## src/rtl/urna_pkg.sv

```systemverilog
// Shared types and constants for the parametrised ballot recorder.
// Tally saturation is selected by URNA_SATURATE_EN (see urna_tally_cnt).
package urna_pkg;

  typedef enum logic [1:0] {
    ENTRY  = 2'd0,
    REVIEW = 2'd1,
    COMMIT = 2'd2,
    DONE   = 2'd3
  } state_e;

  // Entry 0 sits in the low 16 bits, so candidate 0 is keyed as 3-4-9-4.
  localparam logic [63:0] CAND_CODES_DEF = {16'h3504, 16'h3472, 16'h3485, 16'h3494};

  localparam logic STATUS_NULO_IDLE   = 1'b1;
  localparam logic STATUS_VALIDO_IDLE = 1'b0;
  localparam logic STATUS_BRANCO_IDLE = 1'b0;

endpackage

```

## src/rtl/urna_tally_cnt.sv

```systemverilog
// Tally counter with synchronous clear and increment enable.
// URNA_SATURATE_EN defined: holds at all-ones; otherwise wraps.
module urna_tally_cnt #(
  parameter int W = 8
) (
  input  logic         clk_i,
  input  logic         rst_i,
  input  logic         clr_i,
  input  logic         inc_i,
  output logic [W-1:0] cnt_o
);

  logic [W-1:0] cnt_q;
  logic [W-1:0] cnt_d;

  always_comb begin
    cnt_d = cnt_q;
    if (clr_i) begin
      cnt_d = '0;
    end else if (inc_i) begin
`ifdef URNA_SATURATE_EN
      if (~&cnt_q) cnt_d = cnt_q + 1'b1;
`else
      cnt_d = cnt_q + 1'b1;
`endif
    end
  end

  always_ff @(posedge clk_i) begin
    if (rst_i) cnt_q <= '0;
    else       cnt_q <= cnt_d;
  end

  assign cnt_o = cnt_q;

endmodule

```

## src/rtl/urna_param.sv

```systemverilog
// Ballot recorder: keys a candidate code, holds it for review, commits on Confirm.
// Tally overflow behaviour follows URNA_SATURATE_EN inside urna_tally_cnt.
module urna_param
  import urna_pkg::*;
#(
  parameter int N_CAND   = 4,
  parameter int N_DIGITS = 4,
  parameter int CNT_W    = 8,
  parameter logic [N_CAND*N_DIGITS*4-1:0] CAND_CODES = CAND_CODES_DEF
) (
  input  logic                              Clock,
  input  logic                              Reset,
  input  logic [3:0]                        Digit,
  input  logic                              Valid,
  input  logic                              Confirm,
  input  logic                              Corrige,
  input  logic                              Branco,
  input  logic                              Next,
  input  logic                              Finish,
  output logic [N_CAND*CNT_W-1:0]           Votos,
  output logic [CNT_W-1:0]                  Nulo,
  output logic [CNT_W-1:0]                  Brancos,
  output logic [CNT_W+3:0]                  Total,
  output logic [$clog2(N_DIGITS+1)-1:0]     Pos,
  output logic                              Revisao,
  output logic                              StatusValido,
  output logic                              StatusNulo,
  output logic                              StatusBranco
);

  localparam int CW    = 4 * N_DIGITS;
  localparam int POS_W = $clog2(N_DIGITS + 1);
  localparam logic [POS_W-1:0] POS_LAST = POS_W'(N_DIGITS - 1);

  state_e           state_q;
  logic [CW-1:0]    code_q;
  logic [POS_W-1:0] pos_q;
  logic             blank_q;
  logic             st_valido_q;
  logic             st_nulo_q;
  logic             st_branco_q;

  logic              commit_go;
  logic              any_hit;
  logic [N_CAND-1:0] cand_hit;
  logic              tally_clr;

  // First matching entry wins so duplicated codes credit the lowest index.
  always_comb begin
    cand_hit = '0;
    any_hit  = 1'b0;
    for (int i = 0; i < N_CAND; i++) begin
      if (!any_hit && (code_q == CAND_CODES[i*CW +: CW])) begin
        cand_hit[i] = 1'b1;
        any_hit     = 1'b1;
      end
    end
  end

  // Next or Finish during COMMIT discards the pending vote.
  assign commit_go = (state_q == COMMIT) && !Finish && !Next;
  assign tally_clr = Finish;

  always_ff @(posedge Clock) begin
    if (Reset) begin
      state_q     <= ENTRY;
      code_q      <= '0;
      pos_q       <= '0;
      blank_q     <= 1'b0;
      st_valido_q <= STATUS_VALIDO_IDLE;
      st_nulo_q   <= STATUS_NULO_IDLE;
      st_branco_q <= STATUS_BRANCO_IDLE;
    end else if (Finish || Next) begin
      state_q     <= ENTRY;
      code_q      <= '0;
      pos_q       <= '0;
      blank_q     <= 1'b0;
      st_valido_q <= STATUS_VALIDO_IDLE;
      st_nulo_q   <= STATUS_NULO_IDLE;
      st_branco_q <= STATUS_BRANCO_IDLE;
    end else begin
      case (state_q)
        ENTRY: begin
          if (Corrige) begin
            code_q <= '0;
            pos_q  <= '0;
          end else if (Confirm) begin
            state_q <= ENTRY;
          end else if (Branco) begin
            if (pos_q == '0) begin
              blank_q <= 1'b1;
              state_q <= REVIEW;
            end
          end else if (Valid) begin
            code_q <= (code_q << 4) | CW'(Digit);
            pos_q  <= pos_q + 1'b1;
            if (pos_q == POS_LAST) state_q <= REVIEW;
          end
        end
        REVIEW: begin
          if (Corrige) begin
            code_q  <= '0;
            pos_q   <= '0;
            blank_q <= 1'b0;
            state_q <= ENTRY;
          end else if (Confirm) begin
            state_q <= COMMIT;
          end
        end
        COMMIT: begin
          if (blank_q)      st_branco_q <= 1'b1;
          else if (any_hit) st_valido_q <= 1'b1;
          else              st_nulo_q   <= ~STATUS_NULO_IDLE;
          state_q <= DONE;
        end
        default: state_q <= DONE;
      endcase
    end
  end

  for (genvar i = 0; i < N_CAND; i++) begin : g_votos
    urna_tally_cnt #(.W(CNT_W)) u_cnt (
      .clk_i (Clock),
      .rst_i (Reset),
      .clr_i (tally_clr),
      .inc_i (commit_go && !blank_q && cand_hit[i]),
      .cnt_o (Votos[i*CNT_W +: CNT_W])
    );
  end

  urna_tally_cnt #(.W(CNT_W)) u_nulo (
    .clk_i (Clock),
    .rst_i (Reset),
    .clr_i (tally_clr),
    .inc_i (commit_go && !blank_q && !any_hit),
    .cnt_o (Nulo)
  );

  urna_tally_cnt #(.W(CNT_W)) u_branco (
    .clk_i (Clock),
    .rst_i (Reset),
    .clr_i (tally_clr),
    .inc_i (commit_go && blank_q),
    .cnt_o (Brancos)
  );

  urna_tally_cnt #(.W(CNT_W + 4)) u_total (
    .clk_i (Clock),
    .rst_i (Reset),
    .clr_i (tally_clr),
    .inc_i (commit_go),
    .cnt_o (Total)
  );

  assign Pos          = pos_q;
  assign Revisao      = (state_q == REVIEW);
  assign StatusValido = st_valido_q;
  assign StatusNulo   = st_nulo_q;
  assign StatusBranco = st_branco_q;

endmodule

```

## config.mk

```make
export PLATFORM = sky130hd
export DESIGN_NAME = urna_param
export DESIGN_NICKNAME = d
export VERILOG_FILES = /design/src/rtl/urna_pkg.sv /design/src/rtl/urna_tally_cnt.sv /design/src/rtl/urna_param.sv
export SDC_FILE = /design/constraint.sdc
export NUM_CORES = 1
export LEC_CHECK = 0
export ABC_AREA = 1
export CAP_MARGIN = 20
export CORE_AREA = 8 8 72 136
export DETAILED_ROUTE_END_ITERATION = 6
export DIE_AREA = 0 0 80 144
export DONT_BUFFER_PORTS = 1
export PLACE_DENSITY_LB_ADDON = 0.08
export SKIP_CTS_REPAIR_TIMING = 1
export SYNTH_ARGS = -nofsm -noshare
export SYNTH_HDL_FRONTEND = slang
export SYNTH_SLANG_ARGS = --single-unit
```

## constraint.sdc

```tcl
create_clock -name Clock -period 1.6 [get_ports Clock]
set_input_delay 0.32 -clock Clock [delete_from_list [all_inputs] [get_ports Clock]]
set_output_delay 0.32 -clock Clock [all_outputs]
set_load 0.01 [all_outputs]
```

# After elaboration in Yosys (flattened, before gate mapping)
# Cells that the tools add are included.
dict set report totals {
  regBits 85
  output_inout_bits 67
  word_cells 109
}
dict set report classes {
  addsub 8
  eq_ne 19
  muxes 34
  bitwise_logic 3
  reduce_logical 31
}
# cell n
set ops {}
lappend ops {{$mux 16} 5}
lappend ops {{$eq 16x14->1 const B} 4}
lappend ops {{$add 8x1->8 const B} 6}
lappend ops {{$pmux 16 s2} 1}
lappend ops {{$mux 2} 8}
lappend ops {{$or 16x4->16} 1}
lappend ops {{$mux 3} 5}
lappend ops {{$add 12x1->12 const B} 1}
lappend ops {{$logic_and 1x1->1} 12}
lappend ops {{$mux 1} 12}
lappend ops {{$ne 3x3->1 const B} 4}
lappend ops {{$ne 4x4->1 const B} 3}
lappend ops {{$ne 2x2->1 const B} 5}
lappend ops {{$reduce_and 5->1} 2}
lappend ops {{$logic_not 1->1} 7}
lappend ops {{$pmux 3 s2} 1}
lappend ops {{$reduce_and 3->1} 2}
lappend ops {{$reduce_and 6->1} 1}
lappend ops {{$pmux 2 s2} 1}
lappend ops {{$reduce_or 2->1} 2}
lappend ops {{$add 3x1->3 const B} 1}
lappend ops {{$eq 3x2->1 const B} 1}
lappend ops {{$logic_not 3->1} 1}
lappend ops {{$eq 2x1->1 const B} 1}
lappend ops {{other kinds (7)} 8}

# Longest topological paths before layout
dict set report depth {
  word_depth 13
  mapped_depth 10
  depth_no_buf 10
}

# Modules after synthesis
# From an unflattened synthesis, not the netlist that was laid out.
dict set report unflattened {
  cells_unflattened 576
  hier_area_um2 4073.9
}
# module n_inst cells_each area_per_inst_um2 seq_area_each_um2
set by_module_without_submodules {}
lappend by_module_without_submodules {{urna_tally_cnt at g_votos[0].u_cnt ...} 6 50 362.8 160.2}
lappend by_module_without_submodules {urna_param 1 195 1311.3 500.5}
lappend by_module_without_submodules {{urna_tally_cnt at u_total} 1 81 585.6 240.2}

# Worst setup path after synthesis
# No wires, ideal clock.
dict set report synth_path {
  kind {input to register}
  start {in Finish}
  end {reg u_nulo.cnt_q[6] (netlist: u_nulo.cnt_o[6])}
  setup_time_ns 0.132
  t_arrival_ns 1.293
  required_ns 1.468
  path_slack_ns 0.175
  cell_stages 8
  n_path_buf 0
  cell_sequence {nor2_2 > nand3_4 > nor2_8 > nand2_1 > nor2_2 > nand2_2 > nand2_1 > a21oi_1}
}
dict set report synth_between {
  elab_chain_len 5
  word_cells_on_any_way 6
  classes_between {reduce/logical: 6}
}
# item line_no
set synth_rtl {}
lappend synth_rtl {{start, declared} urna_param.sv:19} ;# input logic Finish,
lappend synth_rtl {{$logic_not 1->1} urna_param.sv:61} ;# assign commit_go = (state_q == COMMIT) && !Finish && !Next;
lappend synth_rtl {{$logic_and 1x1->1 (2 in series)} urna_param.sv:61}
lappend synth_rtl {{$logic_and 1x1->1 (2 in series)} urna_param.sv:135} ;# .inc_i (commit_go && !blank_q && !any_hit),
lappend synth_rtl {{end signal, assigned} urna_tally_cnt.sv:31} ;# else cnt_q <= cnt_d;
lappend synth_rtl {{end, declared} urna_tally_cnt.sv:13} ;# logic [W-1:0] cnt_q;
# Several ways; a longest one is shown, not always the timed one.
# A chain may end at the register's enable or synchronous reset.

# Final worst setup path
dict set report layout_path {
  start {reg code_q[0]}
  end {reg u_nulo.cnt_q[2] (netlist: u_nulo.cnt_o[2])}
}
dict set report layout_between {
  elab_chain_len 13
  word_cells_on_any_way 16
  classes_between {eq/ne: 4; mux: 4; reduce/logical: 8}
}
# item line_no
set layout_rtl {}
lappend layout_rtl {{start, declared} urna_param.sv:36} ;# logic [CW-1:0] code_q;
lappend layout_rtl {{start signal, assigned} urna_param.sv:95} ;# code_q <= (code_q << 4) | CW'(Digit);
lappend layout_rtl {{$eq 16x14->1} urna_param.sv:53} ;# if (!any_hit && (code_q == CAND_CODES[i*CW +: CW])) begin
lappend layout_rtl {{$mux 1} urna_param.sv:53}
lappend layout_rtl {{$logic_not 1->1} urna_param.sv:53}
lappend layout_rtl {{$logic_and 1x1->1} urna_param.sv:53}
lappend layout_rtl {{$mux 1} urna_param.sv:53}
lappend layout_rtl {{$logic_not 1->1} urna_param.sv:53}
lappend layout_rtl {{$logic_and 1x1->1} urna_param.sv:53}
lappend layout_rtl {{$mux 1} urna_param.sv:53}
lappend layout_rtl {{$logic_not 1->1} urna_param.sv:53}
lappend layout_rtl {{$logic_and 1x1->1} urna_param.sv:53}
lappend layout_rtl {{$mux 1 (*)} urna_param.sv:53}
lappend layout_rtl {{$logic_not 1->1 (*)} urna_param.sv:135}
lappend layout_rtl {{$logic_and 1x1->1 (*)} urna_param.sv:135}
# Mark *: on every way between the ends. The rest lies on a longest branch, timed or not.

==> impl_metrics.csv <==
group,metric,value,unit
cells_and_area,layout.cells.non_filler,733,
clock_network,cts_buffer_depth,2,
placement,dp.cells,717,
placement,place_ws,0.00681,ns
global_routing,antenna_found_initial,0,
timing,finalCritPeriodShare,0.930,
floorplanning,start_util,0.523,
pwr,p_switching,1010,uW
cells_and_area,final_nets,652,
worst_setup_path,crit_path_max_incr_delay,0.33,ns
global_routing,grt_pass1_vias,3643,
global_routing,grt_max_degree,29,
synthesis,synth_fp_nets,619,
cells_and_area,diodes,0,
clock_network,cts_sinks,85,
cells_and_area,fin_util,0.617,
synthesis,synth_top_cell_area_share,0.401,
worst_setup_path,r2r-end,"u_nulo.cnt_o[2]$_SDFFE_PP0P_",
clock_network,worstSkewPairLatency,0.34,ns
timing,slew_viol_final,0,
worst_hold_path,hold_path_depth,2,
global_routing,grt_overflow,0,
worst_hold_path,hold_path.class,"input pin to register",
worst_setup_path,cp_max_fo,7,
timing,setup_tns,0,ns
global_routing,grt_pass1_wl,16700,um
synthesis,synth_common_cells,"nand2_1, dfxtp_1, nor2_1",
pwr,combPwrFrac,0.040,
synthesis,syn-cell-area,4240,sq um
synthesis,synth-seq-cells,85,
placement,gp_congestion,0.805,
worst_setup_path,cp_slowest_cell,"dfxtp_1",
timing,slew_headroom,0.688,
timing,setup_viol,0,
worst_hold_path,worst_hold_path.endpoint,"code_q[1]$_SDFFE_PP0P_",
pwr,p_int,3640,uW
cells_and_area,drive_above_1_share,0.145,
synthesis,synth.most_common_cell,"nand2_1",
floorplanning,die_x,80,um
synthesis,synth_edf_count,0,
routing,dr.pass1.iters,4,
routing,vias,3837,
placement,port_buffers,0,
worst_setup_path,cp.buffers_inverters,2,
synthesis,synth_top_area_cell,"dfxtp_1",
floorplanning,ioPinCount,79,
worst_setup_path,end_kind,"register",
routing,drt_first_iter_violations,180,
worst_setup_path,rr_worst_depth,10,
synthesis,ys_seq_area_frac,0.401,
floorplanning,placementRows,47,
pwr,swShare,0.217,
floorplanning,die_area,11500,sq um
worst_setup_path,startpoint_type,"register",
clock_network,cts_made_buffers,9,
synthesis,synth_ff_type,"dfxtp_1",
timing,fmax,0.672,GHz
synthesis,avgSynthCellArea,7.10,sq um
clock_network,cts_tree,"done",
synthesis,synthArstFlopShare,0,
timing,min_period,1.49,ns
synthesis,yosysWarnings,0,
floorplanning,core,8120,sq um
worst_hold_path,hold_path_startpoint,"Digit[1]",
placement,dpl.hpwl,7180,um
worst_setup_path,crit_chain,"inv_1 -> nand2_1 -> nor2_2 -> nand2_1 -> nor2_4 -> nor2_2 -> buf_12 -> nand2_2 -> nand2_1 -> a21oi_1",
pwr,leakage,0.00193,uW
timing,fin_ws,0.111,ns
routing,ant_nets,0,
routing,drc_errors,0,
pwr,peakVddDrop,0.000551,V
outcome,status,"finished clean",
pwr,pwr-share-seq,0.460,
worst_setup_path,crit_type,"register to register",
routing,viasPerCell,5.23,
worst_setup_path,r2r_setup_slack,0.11,ns
worst_setup_path,arrival,1.76,ns
routing,avgRoutedWirePerCell,13.8,um
worst_setup_path,critical_path.top_delay_family,"simple AND/OR/NAND/NOR gates",
worst_setup_path,cp.required,1.87,ns
pwr,power_density,929,nW/um^2
routing,wirelength,10100,um
timing,worst_pin_slew,0.467,ns
clock_network,cts.htree.levels,3,
run,maxCapViolCount,0,
worst_setup_path,r2r_start,"code_q[0]$_SDFFE_PP0P_",
floorplanning,die_h,144,um
clock_network,root_buffer,"clkbuf_16",
timing,clock_skew,0.00645,ns
synthesis,ys_types,33,
synthesis,netlist_instances,597,
synthesis,ys_top_cells_by_area,"dfxtp_1, nand2_1, a21oi_1, nor2_1, inv_1",
cells_and_area,areaGrowthSynthToFinish,18.1,%
global_routing,grt_usage,0.181,
clock_network,clk_pin_slew,0.06,ns
timing,hold_violations,0,
worst_setup_path,cp_common_cell,"nand2_1",
pwr,clkPwrFrac,0.500,
## worst reg2reg max path, stage by stage, from the launching register on
cell	delay, ns
dfxtp_1	0.33
inv_1	0.10
nand2_1	0.07
nor2_2	0.15
nand2_1	0.11
nor2_4	0.16
nor2_2	0.08
buf_12	0.13
nand2_2	0.11
nand2_1	0.06
a21oi_1	0.12
## power by group through the flow
stage / logic, uW / clock network (uW) / registers, uW
final: 188 / 2320 / 2140
after global routing: 210 / 2430 / 2140
after CTS: 183 / 2370 / 2140
after detailed placement: 182 / 0 / 2190
after global placement: 180 / 0 / 2190
after floorplan: 132 / 0 / 2180
## cell type report
cell class	instances	area, sq um
repair buffers	33	273
multi-input cells	435	2310
clock inverters	5	81.3
well taps	98	123
inverters	66	259
flip-flops and latches	85	1700
fillers	772	3110
clock buffers	11	253
## cell usage in the layout (no fill, tap or decap), drive strengths merged
cell and instances:
a211oi 9, a21oi 71, a31oi 3, a41o 1, and3 1, buf 33
bufinv 2, clkbuf 11, clkinv 1, clkinvlp 2, dfxtp 85, ha 10
inv 66, nand2 136, nand3 31, nand4 13, nor2 83, nor3 17
o21a 3, o21ai 24, o21bai 1, o22ai 1, or2 3, xnor2 11
xor2 17
## through the flow
stage	power [uW]	instance area (sq um)	hold WS [ns]
2_1_floorplan	2320	4240	0.444
3_3_place_gp	2370	4590	0.459
3_5_place_dp	2370	4590	0.471
4_1_cts	4690	4920	0.141
5_1_grt	4780	5010	0.160
6_report	4650	5010	0.155
## kinds of logic (layout without fill, tap and decap cells)
family / after synthesis / after routing / share of synthesized area
simple gates: 284 / 284 / 0.297
compound gates: 113 / 113 / 0.143
flops: 85 / 85 / 0.401
buf+inv: 77 / 115 / 0.0711
xor+xnor: 28 / 28 / 0.0578
fa+ha+maj: 10 / 10 / 0.0295
## flip-flops by register name, indices dropped and copies added (netlist names)
name,count
u_total.cnt_o,12
u_branco.cnt_o,8
StatusBranco,1
StatusValido,1
blank_q,1
u_nulo.cnt_o,8
StatusNulo,1
g_votos.u_cnt.cnt_o,32
state_q,2
code_q,16
Pos,3
## routing by layer
metal  track usage  vias to the layer above  routed length, um
met5             0                        -                  0
li1              -                     2021                  -
met1         0.214                     1734               4560
met4        0.0782                        0                184
met3        0.0504                       13                624
met2         0.296                       69               4760
## worst max path at each step
stage,startpoint,endpoint,slack (ns),cells past startpoint
after global placement,code_q[2]$_SDFFE_PP0P_,g_votos[1].u_cnt.cnt_o[2]$_SDFFE_PP0P_,0.01,9
after global routing,code_q[0]$_SDFFE_PP0P_,g_votos[1].u_cnt.cnt_o[0]$_SDFFE_PP0P_,-0.03,9
after CTS,code_q[2]$_SDFFE_PP0P_,g_votos[1].u_cnt.cnt_o[2]$_SDFFE_PP0P_,-0.008,9
after floorplan,Finish,u_nulo.cnt_o[6]$_SDFFE_PP0P_,0.17,8
after detailed placement,code_q[2]$_SDFFE_PP0P_,g_votos[1].u_cnt.cnt_o[2]$_SDFFE_PP0P_,0.007,9
final,code_q[0]$_SDFFE_PP0P_,u_nulo.cnt_o[2]$_SDFFE_PP0P_,0.11,10
Power figures use the tool's default switching activity.
